## config.mk

```make
export PLATFORM = sky130hd
export DESIGN_NAME = lzd_norm_pipe
export DESIGN_NICKNAME = d
export VERILOG_FILES = /design/src/rtl/lzd_norm_pipe.sv
export SDC_FILE = /design/constraint.sdc
export NUM_CORES = 1
export LEC_CHECK = 0
export ABC_AREA = 1
export BUFFER_PORTS_ARGS = -buffer_cell sky130_fd_sc_hd__buf_2
export CORE_AREA = 2 2 111 113
export DETAILED_ROUTE_END_ITERATION = 16
export DIE_AREA = 0 0 113 115
export GPL_TIMING_DRIVEN = 0
export PLACE_DENSITY = 0.54
export SLEW_MARGIN = 20
export SYNTH_ARGS = -nofsm -noshare
export SYNTH_HDL_FRONTEND = slang
export SYNTH_SLANG_ARGS = --single-unit
```

## constraint.sdc

```tcl
create_clock -name clk_i -period 1.9 [get_ports clk_i]
set_input_delay 0.285 -clock clk_i [delete_from_list [all_inputs] [get_ports clk_i]]
set_output_delay 0.285 -clock clk_i [all_outputs]
set_load 0.02 [all_outputs]
```

## src/rtl/lzd_norm_pipe.sv

```systemverilog
// Two-stage elastic leading-zero/leading-one detector with count, all-match flag and optional normalisation shift.
// Optional normalisation shifter enabled by defining LZD_PIPE_NORM_EN; otherwise out_norm_o is tied to zero.
module lzd_norm_pipe #(
    parameter int unsigned WIDTH = 32,
    parameter int unsigned SPEED = 0
) (
    input  logic                             clk_i,
    input  logic                             rst_ni,
    input  logic                             in_valid_i,
    output logic                             in_ready_o,
    input  logic [WIDTH-1:0]                 in_data_i,
    input  logic                             in_mode_i,
    output logic                             out_valid_o,
    input  logic                             out_ready_i,
    output logic [WIDTH-1:0]                 out_onehot_o,
    output logic [$clog2(WIDTH+1)-1:0]       out_count_o,
    output logic                             out_zero_o,
    output logic [WIDTH-1:0]                 out_norm_o
);

    localparam int unsigned CNT_W  = $clog2(WIDTH + 1);
    localparam int unsigned LEVELS = $clog2(WIDTH);

    logic             s1_valid;
    logic             s2_valid;
    logic             s2_ready;
    logic             in_fire;
    logic             move;

    logic [WIDTH-1:0] match;
    logic [WIDTH-1:0] rev;
    logic [WIDTH-1:0] pre;
    logic [WIDTH-1:0] first;
    logic [WIDTH-1:0] onehot;
    logic [CNT_W-1:0] count;
    logic             zero;

    logic [WIDTH-1:0] s1_onehot;
    logic [CNT_W-1:0] s1_count;
    logic             s1_zero;

    // A set bit in rev marks a leading-polarity bit; rev[0] is the operand MSB.
    assign match = in_mode_i ? in_data_i : ~in_data_i;

    always_comb begin
        rev = '0;
        for (int i = 0; i < int'(WIDTH); i++) begin
            rev[i] = match[int'(WIDTH) - 1 - i];
        end
    end

    // pre[i] = AND of rev[0..i]
    if (SPEED == 1) begin : g_brent_kung
        always_comb begin
            int src;
            pre = rev;
            src = 0;
            for (int k = 0; k < int'(LEVELS); k++) begin
                for (int i = 0; i < int'(WIDTH); i++) begin
                    src = (i >= (1 << k)) ? i - (1 << k) : 0;
                    if (((i + 1) % (2 << k)) == 0) begin
                        pre[i] = pre[i] & pre[src];
                    end
                end
            end
            for (int k = int'(LEVELS) - 1; k >= 0; k--) begin
                for (int i = 0; i < int'(WIDTH); i++) begin
                    src = (i >= (1 << k)) ? i - (1 << k) : 0;
                    if ((((i + 1) % (2 << k)) == (1 << k)) && ((i + 1) > (2 << k))) begin
                        pre[i] = pre[i] & pre[src];
                    end
                end
            end
        end
    end else if (SPEED == 2) begin : g_sklansky
        logic [WIDTH-1:0] stage;
        always_comb begin
            int src;
            pre   = rev;
            stage = rev;
            src   = 0;
            for (int k = 0; k < int'(LEVELS); k++) begin
                stage = pre;
                for (int i = 0; i < int'(WIDTH); i++) begin
                    src = (i >> k) << k;
                    if (src > 0) begin
                        src = src - 1;
                    end
                    if (((i >> k) & 1) == 1) begin
                        pre[i] = stage[i] & stage[src];
                    end
                end
            end
        end
    end else begin : g_serial
        always_comb begin
            logic acc;
            pre = '0;
            acc = 1'b1;
            for (int i = 0; i < int'(WIDTH); i++) begin
                acc    = acc & rev[i];
                pre[i] = acc;
            end
        end
    end

    // First non-matching bit, its MSB-relative position as the count, and the all-match flag.
    always_comb begin
        logic prev;
        first  = '0;
        onehot = '0;
        count  = '0;
        prev   = 1'b1;
        for (int j = 0; j < int'(WIDTH); j++) begin
            first[j] = prev & ~rev[j];
            prev     = pre[j];
        end
        for (int j = 0; j < int'(WIDTH); j++) begin
            onehot[int'(WIDTH) - 1 - j] = first[j];
            if (first[j]) begin
                count = count | CNT_W'(j);
            end
        end
        zero = pre[WIDTH-1];
        if (zero) begin
            count = CNT_W'(WIDTH);
        end
    end

    assign s2_ready   = ~s2_valid | out_ready_i;
    assign in_ready_o = ~s1_valid | s2_ready;
    assign in_fire    = in_valid_i & in_ready_o;
    assign move       = s1_valid & s2_ready;

    // Stage 1: detection results
    always_ff @(posedge clk_i or negedge rst_ni) begin
        if (!rst_ni) begin
            s1_valid  <= 1'b0;
            s1_onehot <= '0;
            s1_count  <= '0;
            s1_zero   <= 1'b0;
        end else begin
            if (in_fire) begin
                s1_valid  <= 1'b1;
                s1_onehot <= onehot;
                s1_count  <= count;
                s1_zero   <= zero;
            end else if (move) begin
                s1_valid  <= 1'b0;
            end
        end
    end

    // Stage 2: presented results
    always_ff @(posedge clk_i or negedge rst_ni) begin
        if (!rst_ni) begin
            s2_valid     <= 1'b0;
            out_onehot_o <= '0;
            out_count_o  <= '0;
            out_zero_o   <= 1'b0;
        end else begin
            if (move) begin
                s2_valid     <= 1'b1;
                out_onehot_o <= s1_onehot;
                out_count_o  <= s1_count;
                out_zero_o   <= s1_zero;
            end else if (out_ready_i) begin
                s2_valid     <= 1'b0;
            end
        end
    end

    assign out_valid_o = s2_valid;

`ifdef LZD_PIPE_NORM_EN
    logic [WIDTH-1:0] s1_data;
    logic [WIDTH-1:0] s2_norm;

    // The shift uses the original operand in both modes; a count of WIDTH shifts everything out.
    always_ff @(posedge clk_i or negedge rst_ni) begin
        if (!rst_ni) begin
            s1_data <= '0;
            s2_norm <= '0;
        end else begin
            if (in_fire) begin
                s1_data <= in_data_i;
            end
            if (move) begin
                s2_norm <= s1_data << s1_count;
            end
        end
    end

    assign out_norm_o = s2_norm;
`else
    assign out_norm_o = '0;
`endif

endmodule

```

**Word-level counts from Yosys, hierarchy flattened**

Cells that the tools add are included.

- Bits in registers: 80
- Word-level logic and storage cells: 150
- Output and inout port bits: 73
- Input port bits: 37

- Reductions and logical operators: 2
- Bitwise operators: 101
- Multiplexer cells: 39

Operator list:

| operator | number |
|---|---|
| 5-bit two-way mux | 16 |
| 1-bit AND | 64 |
| 1-bit inverter | 34 |
| 32-bit two-way mux | 1 |
| 4-bit two-way mux | 8 |
| 32-bit inverter | 1 |
| 3-bit two-way mux | 4 |
| 1-bit two-way mux | 7 |
| 6-bit two-way mux | 1 |
| 2-bit two-way mux | 2 |
| 2-bit nonzero test | 2 |
| 1-bit OR | 2 |

**Depth between registers and ports, before layout**

Gate-level depths: netlist (run 1).

- Depth after elaboration: 36
- Mapped depth: 22
- Mapped depth without buffers: 21

**Worst setup path after synthesis (run 1)**

OpenSTA, ideal clock, no wires.

- Path kind: input port to flip-flop
- Start point: input port in_mode_i
- End point: register s1_count[0]
- Required time: 1.827 ns
- Path slack: -0.767 ns
- Path buffers: 2
- Library setup time: 0.073 ns
- Data arrival time: 2.594 ns
- Stages on the path: 19
- Cells stage by stage: buf_6 buf_6 xnor2_1 nand4_2 nor2_2 nand4_2 nor2_2 nand4_2 nor2_2 nand4_2 nor2_4 nand4_2 nor2_4 nand4_4 nor2_4 nand4_2 nor2_2 nor2_1 a21oi_2

- Longest elaborated chain between the ends: 35
- Elaborated cells on any way between the ends: 96
- Those cells by class: 33 x mux; 63 x bitwise

RTL lines:

| what | line | source |
|---|---|---|
| start, declared | 12 | `input logic in_mode_i,` |
| 32-bit two-way mux * | 43 | `assign match = in_mode_i ? in_data_i : ~in_data_i;` |
| 1-bit inverter | 115 | `first[j] = prev & ~rev[j];` |
| 1-bit AND | 115 |  |
| 1-bit two-way mux | 120 | `if (first[j]) begin` |
| 2-bit two-way mux (2 in a row) | 120 |  |
| 3-bit two-way mux (4 in a row) | 120 |  |
| 4-bit two-way mux (8 in a row) | 120 |  |
| 5-bit two-way mux (16 in a row) | 120 |  |
| 6-bit two-way mux * | 125 | `if (zero) begin` |
| end signal, assigned | 146 | `s1_count <= count;` |
| end, declared | 39 | `logic [CNT_W-1:0] s1_count;` |

Every way passes the cells marked *; elsewhere a longest branch is shown, timed or not.
A chain may end at the register's enable or synchronous reset.

**Worst setup path in the final report (run 1)**

- Start point: input port in_mode_i
- End point: register s1_count[4]

- Longest elaborated chain between the ends: 34
- Elaborated cells on any way between the ends: 81
- Those cells by class: 18 x mux; 63 x bitwise

RTL lines:

| what | line | source |
|---|---|---|
| 32-bit two-way mux * | 43 |  |
| 1-bit AND (15 in a row) | 101 | `acc = acc & rev[i];` |
| 1-bit AND, on equally long branches | 115, 101 |  |
| 5-bit two-way mux, or another cell as far along (14 in a row) | 120 |  |
| 5-bit two-way mux / 1-bit AND (equally long branches) | 120, 115 |  |
| 5-bit two-way mux | 120 |  |
| 6-bit two-way mux * | 125 |  |

Marked as above.

==> impl_metrics.yaml, run 1 <==
timing:
  slew_viol_final: 0
  rsz0062_at_grt: "true"
  relSlewSlack_pct: 57.4
  finalCriticalPeriod_ns: 2.52
  timing.final.crit_share_pct: 133
  fmax_ghz: 0.397
  setup_viol: 21
  fin_skew_ns: 0.00308
  hold_viol: 0
  finalWorstSetupSlack_ns: -0.619
  tightest_slew_ns: 0.638
die:
  dieArea_mm2: 0.0130
  initial_utilization_pct: 34.4
  die_width_um: 113
  core_mm2: 0.0118
  rows: 40
  die_height_um: 115
  io_pins: 110
worst_setup_path:
  start_kind: "primary input"
  worst_ep_arrival_time_ns: 2.78
  worst_setup_path_end_kind: "register"
  reg2reg_setup_slack_ns: 0.16
  endpoint: "s1_count[4]$_DFFE_PN0P_"
  cp_max_fo: 6
  timing.rr.end: "s1_onehot[15]$_DFFE_PN0P_"
  startpoint: "in_mode_i"
  critPathRequiredTime_ns: 2.16
  worst_r2r_startpoint: "out_valid_o$_DFFE_PN0P_"
  r2r_cells: 5
  path_class: "in -> reg"
job:
  drv_cap: 0
placed_design:
  port_buffers: 76
  dp_slack_ns: -1.15
  dp_hpwl_um: 7700
  gp_congestion: 0.917
synth:
  synth_flop_cell: "dfrtp_1"
  synth_cell_type_count: 35
  synthCells: 439
  synthTopCellsByArea: "dfrtp_1 (48%), nand2_1 (7.1%), mux2_2 (6.9%), buf_4 (6.1%), xor2_1 (5.4%)"
  synth-edff-count: 0
  syn_area_per_cell_um2: 9.25
  synth_top_cell_area_share_pct: 48.1
  yosysTopAreaCell: "dfrtp_1"
  synth-seq-cells: 78
  async_flop_share_pct: 100
  synth_area_mm2: 0.00406
  synth-seq-area-share_pct: 48.1
  yosysMostFrequentCell: "dfrtp_1"
  synthTopCellsByCount: "dfrtp_1 (78), nand2_1 (77), inv_1 (48)"
  ys_warn_count: 0
global_route:
  grt_antenna_before_repair: 0
  grt_overflow_total: 0
  grt_pass1_wl_um: 16900
  grt_use_met3_pct: 3.80
  use_met1_pct: 21.3
  grt_max_degree: 46
  use_met2_pct: 28.2
  top_usage_layer: "met2"
  track_usage_pct: 16.8
  grt_pass1_vias: 3387
route:
  vias: 3344
  drt_iter0_drc: 136
  ant_nets: 0
  routed_wl_um: 10800
  dr.pass1.iters: 10
  drt-wirelength-per-cell_um: 14.6
  drc: 5
  post_drt_via_cell_ratio: 4.53
cells_and_area:
  fillers: 1125
  fin_util_pct: 48.2
  multi_input_area_mm2: 0.00201
  finalNetCount: 623
  drive_gt1_share_pct: 41.6
  insertedDiodeCount: 0
  syn_to_final_growth_pct: 40.2
  seqCellArea_mm2: 0.00195
cts:
  clock_path_buffers: 2
  clk_pin_slew_ns: 0.06
  cts_buffers: 9
  clk_latency_ns: 0.34
  htree_levels: 3
  cts_root_buffer: "clkbuf_16"
  tritoncts: "done"
  cts_sinks: 78
pwr:
  power_per_cell_area_mw_per_mm2: 858
  power.leakage_nw: 2.97
  irDropWorstVdd_uv: 450
run_status:
  outcome: "finished with violations"
  violations: "DRC, setup timing"
worst_hold_path:
  worstHoldPathType: "in -> reg"
## worst min path at each step
stage / startpoint / end / slack, ns / cells past startpoint
3_5_place_dp: rst_ni / s1_onehot[29]$_DFFE_PN0P_ / 0.27 / 1
2_1_floorplan: rst_ni / out_count_o[0]$_DFFE_PN0P_ / -0.01 / 0
5_1_grt: out_ready_i / out_valid_o$_DFFE_PN0P_ / 0.24 / 4
4_1_cts: out_ready_i / out_valid_o$_DFFE_PN0P_ / 0.22 / 4
6_report: out_ready_i / out_valid_o$_DFFE_PN0P_ / 0.23 / 4
3_3_place_gp: s1_onehot[21]$_DFFE_PN0P_ / s1_onehot[21]$_DFFE_PN0P_ / 0.46 / 2
## report_power, final
group | leakage [nW] | internal [mW] | switching, mW
Clock | 0.177 | 1.42 | 0.680
Sequential | 1.05 | 1.77 | 0.0571
Combinational | 1.74 | 0.336 | 0.624
## layout by cell type, fill, tap and decap left out, types with 5 or more instances in the layout
master and count:
mux2_2 25, nand3_1 14, inv_1 45, dfrtp_1 78, buf_4 55, buf_2 77, xor2_1 25, clkbuf_16 9
nand2_1 65, nand4_4 7, clkbuf_1 7, conb_1 32, o21ai_1 7, nor3_1 7, a21oi_2 5, buf_6 7
o21ai_0 29, nand2_4 6, nor2_4 13, nand2_2 8, nor2_1 17
## worst max-delay path, cell delays in order
cell and delay (ns):
buf_12 0.12, inv_8 0.06, nand2_2 0.04, nand2_2 0.08, nand3_4 0.08, nor2_4 0.12
nand4_4 0.12, nor2_4 0.14, nand4_4 0.11, nor2_4 0.13, nand4_4 0.12, nor2_4 0.14
nand4_4 0.09, nor2_4 0.12, nand4_4 0.10, nor2_4 0.15, nand4_4 0.12, nor2_4 0.16
nand4_4 0.11, nor2_4 0.16, nor2_4 0.07, a21oi_2 0.14
## logic make-up after synthesis
kind of cell	synth area share (%)
DFF	48.1
and+or+nand+nor	18.6
buffers and inverters	12.6
xor gates and xnor gates	6.62
AOI/OAI and AO/OA	7.12
muxes	6.93
other	0.0923
## state kept, by name (all words and copies together), names as in the netlist
signal,flops
s1_count,6
s1_valid,1
out_onehot_o,32
s1_onehot,32
out_count_o,6
out_valid_o,1
## metal layers
metal | part of all wire [%] | vias up
li1 | - | 1653
met5 | 0 | -
met2 | 50 | 86
met1 | 44 | 1596
met3 | 4.8 | 9
met4 | 1.2 | 0
## layout make-up
type / count / area share, %
clock buffer: 10 / 4.02
timing repair buffer: 105 / 11.3
multi-input combinational: 294 / 35.2
buffer: 48 / 6.02
sequential: 78 / 34.3
tap: 147 / 3.23
inverter: 50 / 3.54
clock inverter: 6 / 2.35
## through the flow
step	setup TNS [ns]	hold slack (ns)	instance area, µm²	power, mW	cells
finish	-7.74	0.225	5690	4.89	738
global route	-10.74	0.239	5690	5.09	738
CTS	-8.45	0.216	5430	4.87	725
detailed placement	-16.48	0.271	4810	2.73	694
global placement	-15.05	0.463	4790	2.71	693
floorplan	-9.44	-0.0106	4220	2.43	470
## timing repair
| item | 4_1_cts | 5_1_grt |
|---|---|---|
| hold buffers | 1 | 0 |
| resized for setup | 29 | 50 |
| setup buffers | 14 | 13 |
| pin swaps | 16 | 25 |
| endpoints found under the setup margin | 18 | 41 |
| endpoints found under the hold margin | 33 | 0 |
Power figures use the tool's default switching activity.
==> run 2, diff against run 1 <==
- ABC_AREA: 1 -> default
- CORE_AREA: 2 2 111 113 -> 2 2 117 119
- DIE_AREA: 0 0 113 115 -> 0 0 119 121
==> impl_metrics.yaml, run 2 <==
global_route:
  grt_pass1_wl_um: 20900
  grt_max_degree: 57
  grt_overflow_total: 0
  track_usage_pct: 18.6
  grt_pass1_vias: 3942
  grt_antenna_before_repair: 0
synth:
  synth_flop_cell: "dfrtp_1"
  yosysTopAreaCell: "dfrtp_1"
  synthTopCellsByArea: "dfrtp_1 (43%), mux2_2 (9.9%), nand2_1 (5.9%), buf_4 (5.5%), nor2_1 (3.1%)"
  synthTopCellsByCount: "dfrtp_1 (78), nand2_1 (71), mux2_2 (40)"
  synth-seq-area-share_pct: 42.9
  synth_top_cell_area_share_pct: 42.9
  synth-edff-count: 0
  syn_area_per_cell_um2: 9.33
  yosysMostFrequentCell: "dfrtp_1"
  synthCells: 487
  synth-seq-cells: 78
  synth_area_mm2: 0.00455
  ys_warn_count: 0
  async_flop_share_pct: 100
  synth_cell_type_count: 62
die:
  die_height_um: 121
  io_pins: 110
  core_mm2: 0.0131
  dieArea_mm2: 0.0144
  initial_utilization_pct: 34.7
  rows: 42
  die_width_um: 119
worst_setup_path:
  path_class: "in -> reg"
  cpMostUsedCell: "buf_12"
  cp_cell_sequence: "buf_12 -> buf_12 -> or3_4 -> mux2i_4 -> o21ai_2 -> or4_4 -> a32oi_4 -> a211oi_4 -> a41oi_2"
  slowest_stage: "or4_4"
  worst_ep_arrival_time_ns: 2.21
  crit_family: "simple AND/OR/NAND/NOR gates"
  crit_path_max_incr_delay_ns: 0.50
  critPathRequiredTime_ns: 2.16
  worst_setup_path_end_kind: "register"
  cp_max_fo: 8
  start_kind: "primary input"
  cp.buffers_inverters: 2
timing:
  setup_viol: 3
  fmax_ghz: 0.511
  timing.final.crit_share_pct: 103
  slew_viol_final: 0
  finalWorstSetupSlack_ns: -0.0550
  relSlewSlack_pct: 55.2
  tns_ns: -0.149
  tightest_slew_ns: 0.672
  hold_viol: 0
  rsz0062_at_grt: "true"
  fin_skew_ns: 0.00709
  finalCriticalPeriod_ns: 1.96
cells_and_area:
  drive_gt1_share_pct: 37.9
  mostFrequentLayoutCells: "dfrtp_1 (78), nand2_1 (70), buf_2 (65), buf_4 (54), mux2_2 (40)"
  insertedDiodeCount: 0
  reg.largest.list: "out_onehot_o x32, s1_onehot x32"
  fin_util_pct: 45.4
  design_area_mm2: 0.00595
  finalNetCount: 649
  stdcell_count: 791
  layout_commonest_cell: "dfrtp_1"
  syn_to_final_growth_pct: 30.8
job:
  drv_cap: 0
route:
  dr.pass1.iters: 6
  vias: 4013
  routed_wl_um: 12800
  post_drt_via_cell_ratio: 5.07
  ant_nets: 0
  drc: 0
  drt_iter0_drc: 270
  drt-wirelength-per-cell_um: 16.2
placed_design:
  dp_slack_ns: -0.812
  gp_congestion: 0.881
  dp_cells: 760
  port_buffers: 65
  dp_hpwl_um: 9500
  postPlaceCellArea_mm2: 0.00525
run_status:
  violations: "setup timing"
  outcome: "finished with violations"
worst_hold_path:
  worstHoldPathType: "in -> reg"
cts:
  clk_pin_slew_ns: 0.06
  cts_sinks: 78
  clock_path_buffers: 2
  tritoncts: "done"
  htree_levels: 3
  clk_latency_ns: 0.34
  cts_buffers: 9
  cts_root_buffer: "clkbuf_16"
pwr:
  power_per_cell_area_mw_per_mm2: 729
  irDropWorstVdd_uv: 441
  power.leakage_nw: 2.81
run 2: metal layers:
metal | GRT usage (%) | share of wire, % | vias to the layer above
met4 | 7.96 | 2.8 | 0
met2 | 29.3 | 46 | 144
li1 | - | - | 1922
met3 | 4.23 | 6.9 | 21
met5 | 0 | 0 | -
met1 | 24.4 | 44 | 1926
run 2: through the flow:
step	power (mW)	hold WS [ns]
6_report	4.33	0.177
3_5_place_dp	2.53	0.214
4_1_cts	4.34	0.169
5_1_grt	4.52	0.183
2_1_floorplan	2.29	-0.0106
3_3_place_gp	2.51	0.460
run 2: worst paths after layout:
path                                           start                           end  slack [ns]  depth (start not counted)
max                                        in_mode_i       s1_count[0]$_DFFE_PN0P_       -0.06                          9
min                                       in_valid_i          s1_valid$_DFFE_PN0P_        0.18                          2
max reg2reg                     s1_valid$_DFFE_PN0P_     s1_onehot[12]$_DFFE_PN0P_        0.22                          6
min reg2reg                s1_onehot[13]$_DFFE_PN0P_     s1_onehot[13]$_DFFE_PN0P_        0.47                          2
max in group asynchronous                     rst_ni   out_onehot_o[1]$_DFFE_PN0P_        0.93                          3
min in group asynchronous                     rst_ni  out_onehot_o[25]$_DFFE_PN0P_        0.40                          2
run 2: what timing repair did:
action                     in CTS  in global routing
pin swaps                      14                  3
gates cloned                    0                  0
setup endpoints to repair      54                 33
hold buffers                    1                  0
gates resized for setup        37                 34
hold endpoints to repair       22                  0
buffers inserted               11                  6
run 2: final cells by class:
cell class / count / area, µm²
Buffer: 64 / 445
Clock buffer: 11 / 253
Clock inverter: 3 / 43.8
Fill cell: 1271 / 7140
Inverter: 4 / 15.0
Multi-Input combinational cell: 371 / 2500
Sequential cell: 78 / 1950
Tap cell: 176 / 220
Timing Repair Buffer: 84 / 512
run 2: cell families (layout without fill, tap and decap cells):
logic type,Yosys count,in the layout,share of synthesized area (%)
simple gates,185,185,20.0
compound gates,101,101,15.2
flops,78,78,42.9
buf+inv,69,166,9.08
mux,42,42,10.6
xor+xnor,11,11,2.12
other cells,1,32,0.0825
run 2: power breakdown:
| part | leakage (nW) | switching, mW | total (mW) | internal [mW] |
|---|---|---|---|---|
| registers | 1.05 | 0.0361 | 1.77 | 1.73 |
| clock network | 0.148 | 0.689 | 1.77 | 1.08 |
| logic | 1.61 | 0.493 | 0.797 | 0.304 |
==> run 3, diff against run 2 <==
- CORE_AREA: 2 2 117 119 -> 2 2 151 94
- DIE_AREA: 0 0 119 121 -> 0 0 153 96
- PLACE_DENSITY: 0.54 -> 0.53
==> impl_metrics.yaml, run 3 (synthesis gave the netlist of run 2 again) <==
run_status:
  outcome: "finished with violations"
  violations: "setup timing"
worst_setup_path:
  startpoint: "in_mode_i"
  start_kind: "primary input"
  r2r_cells: 5
  worst_ep_arrival_time_ns: 2.26
  path_class: "in -> reg"
  worst_setup_path_end_kind: "register"
  timing.rr.end: "out_onehot_o[4]$_DFFE_PN0P_"
  reg2reg_setup_slack_ns: 0.15
  cp_max_fo: 6
  worst_r2r_startpoint: "out_valid_o$_DFFE_PN0P_"
  critPathRequiredTime_ns: 2.16
die:
  initial_utilization_pct: 34.1
  io_pins: 110
  die_width_um: 153
  core_mm2: 0.0133
  dieArea_mm2: 0.0147
  rows: 33
  die_height_um: 96
global_route:
  grt_pass1_wl_um: 21800
  grt_max_degree: 49
  grt_overflow_total: 0
  track_usage_pct: 19.5
  grt_pass1_vias: 3773
  grt_antenna_before_repair: 0
cells_and_area:
  layout_commonest_cell: "dfrtp_1"
  insertedDiodeCount: 0
  fin_util_pct: 44.7
  design_area_mm2: 0.00597
  drive_gt1_share_pct: 38.2
  reg.largest.list: "out_onehot_o x32, s1_onehot x32"
  syn_to_final_growth_pct: 31.3
  finalNetCount: 653
  mostFrequentLayoutCells: "dfrtp_1 (78), nand2_1 (70), buf_2 (64), buf_4 (59), mux2_2 (40)"
  stdcell_count: 796
timing:
  tightest_slew_ns: 0.682
  rsz0062_at_grt: "true"
  timing.final.crit_share_pct: 105
  finalCriticalPeriod_ns: 1.99
  slew_viol_final: 0
  fin_skew_ns: 0.00769
  hold_viol: 0
  hold-worst-slack_ns: 0.181
  fmax_ghz: 0.502
  setup_viol: 3
  finalWorstSetupSlack_ns: -0.0933
  relSlewSlack_pct: 54.5
pwr:
  p_sw_mw: 1.26
  pwr-share-comb_pct: 19.1
  irDropWorstVdd_uv: 403
  p_int_mw: 3.01
  power_per_cell_area_mw_per_mm2: 716
  power.leakage_nw: 2.81
  clockPowerShare_pct: 39.5
  p_sw_share_pct: 29.6
  pwr-share-seq_pct: 41.4
route:
  post_drt_via_cell_ratio: 5.13
  drt_iter0_drc: 309
  ant_nets: 0
  dr.pass1.iters: 5
  drt-wirelength-per-cell_um: 17.5
  routed_wl_um: 13900
  vias: 4087
  drc: 0
job:
  drv_cap: 0
placed_design:
  postPlaceCellArea_mm2: 0.00525
  dp_cells: 759
  dp_hpwl_um: 10400
  gp_congestion: 0.880
  port_buffers: 65
cts:
  cts_root_buffer: "clkbuf_16"
  clock_path_buffers: 2
  clk_pin_slew_ns: 0.06
  htree_levels: 3
  cts_buffers: 9
  clk_latency_ns: 0.34
  tritoncts: "done"
  cts_sinks: 78
worst_hold_path:
  min_path_cells: 2
  hold_start: "in_valid_i"
  worstHoldPathType: "in -> reg"
  whs_endpoint: "s1_valid$_DFFE_PN0P_"
run 3: cell count changes in the layout (fill, tap and decap cells not counted), sizes merged:
cell / previous run / this run
bufinv: 1 / 0
buf: 125 / 129
clkinv: 1 / 3
inv: 5 / 6
run 3: per-stage QoR:
| step | TNS, ns | setup slack, ns | total power [mW] |
|---|---|---|---|
| final | -0.235 | -0.0933 | 4.27 |
| after CTS | -0.171 | -0.124 | 4.28 |
| after detailed placement | -25.02 | -0.869 | 2.55 |
| after global routing | -0.645 | -0.160 | 4.47 |
| after global placement | -26.85 | -0.851 | 2.53 |
| after floorplan | -1.58 | -0.268 | 2.29 |
run 3: worst max-delay path by stage:
stage / endpoint / slack (ns) / cells after the start
final: s1_count[4]$_DFFE_PN0P_ / -0.09 / 9
after global routing: s1_count[4]$_DFFE_PN0P_ / -0.16 / 9
after CTS: s1_count[4]$_DFFE_PN0P_ / -0.12 / 9
after detailed placement: s1_count[4]$_DFFE_PN0P_ / -0.87 / 9
after global placement: s1_count[0]$_DFFE_PN0P_ / -0.85 / 9
after floorplan: s1_count[4]$_DFFE_PN0P_ / -0.27 / 8
run 3: timing repair:
item | in CTS | in global routing
pin swaps | 13 | 8
hold buffers | 1 | 0
endpoints found under the setup margin | 54 | 42
buffers inserted | 16 | 7
resized for setup | 32 | 36
endpoints found under the hold margin | 30 | 0
cloned | 1 | 0
run 3: worst max-delay path: stages:
cell and delay [ns]:
buf_12 0.13, buf_12 0.14, or3_4 0.35, mux2i_4 0.18, o21ai_2 0.10, or4_4 0.50, a32oi_4 0.31, a211oi_4 0.08
a41oi_2 0.18
run 3: area by class of cell:
class                      instances  area (µm²)
fill                            1321        7370
multi-input combinational        371        2490
sequential                        78        1950
timing repair buffer              90         576
buffer                            62         425
clock buffer                      11         253
tap                              175         219
clock inverter                     5        40.0
inverter                           4        15.0
run 3: per-layer routing:
metal	GRT usage [%]	share of wire [%]	vias up
met5	0	0	-
met4	4.24	1.2	0
met3	4.37	7.2	20
met2	26.4	39	153
met1	31.0	53	1969
li1	-	-	1945
run 3: power by group through the flow:
| stage | clock, mW | sequential [mW] | combinational (mW) |
|---|---|---|---|
| 2_1_floorplan | 0 | 1.85 | 0.433 |
| 3_3_place_gp | 0 | 1.80 | 0.729 |
| 3_5_place_dp | 0 | 1.80 | 0.745 |
| 4_1_cts | 1.72 | 1.77 | 0.787 |
| 5_1_grt | 1.80 | 1.78 | 0.893 |
| 6_report | 1.69 | 1.77 | 0.816 |
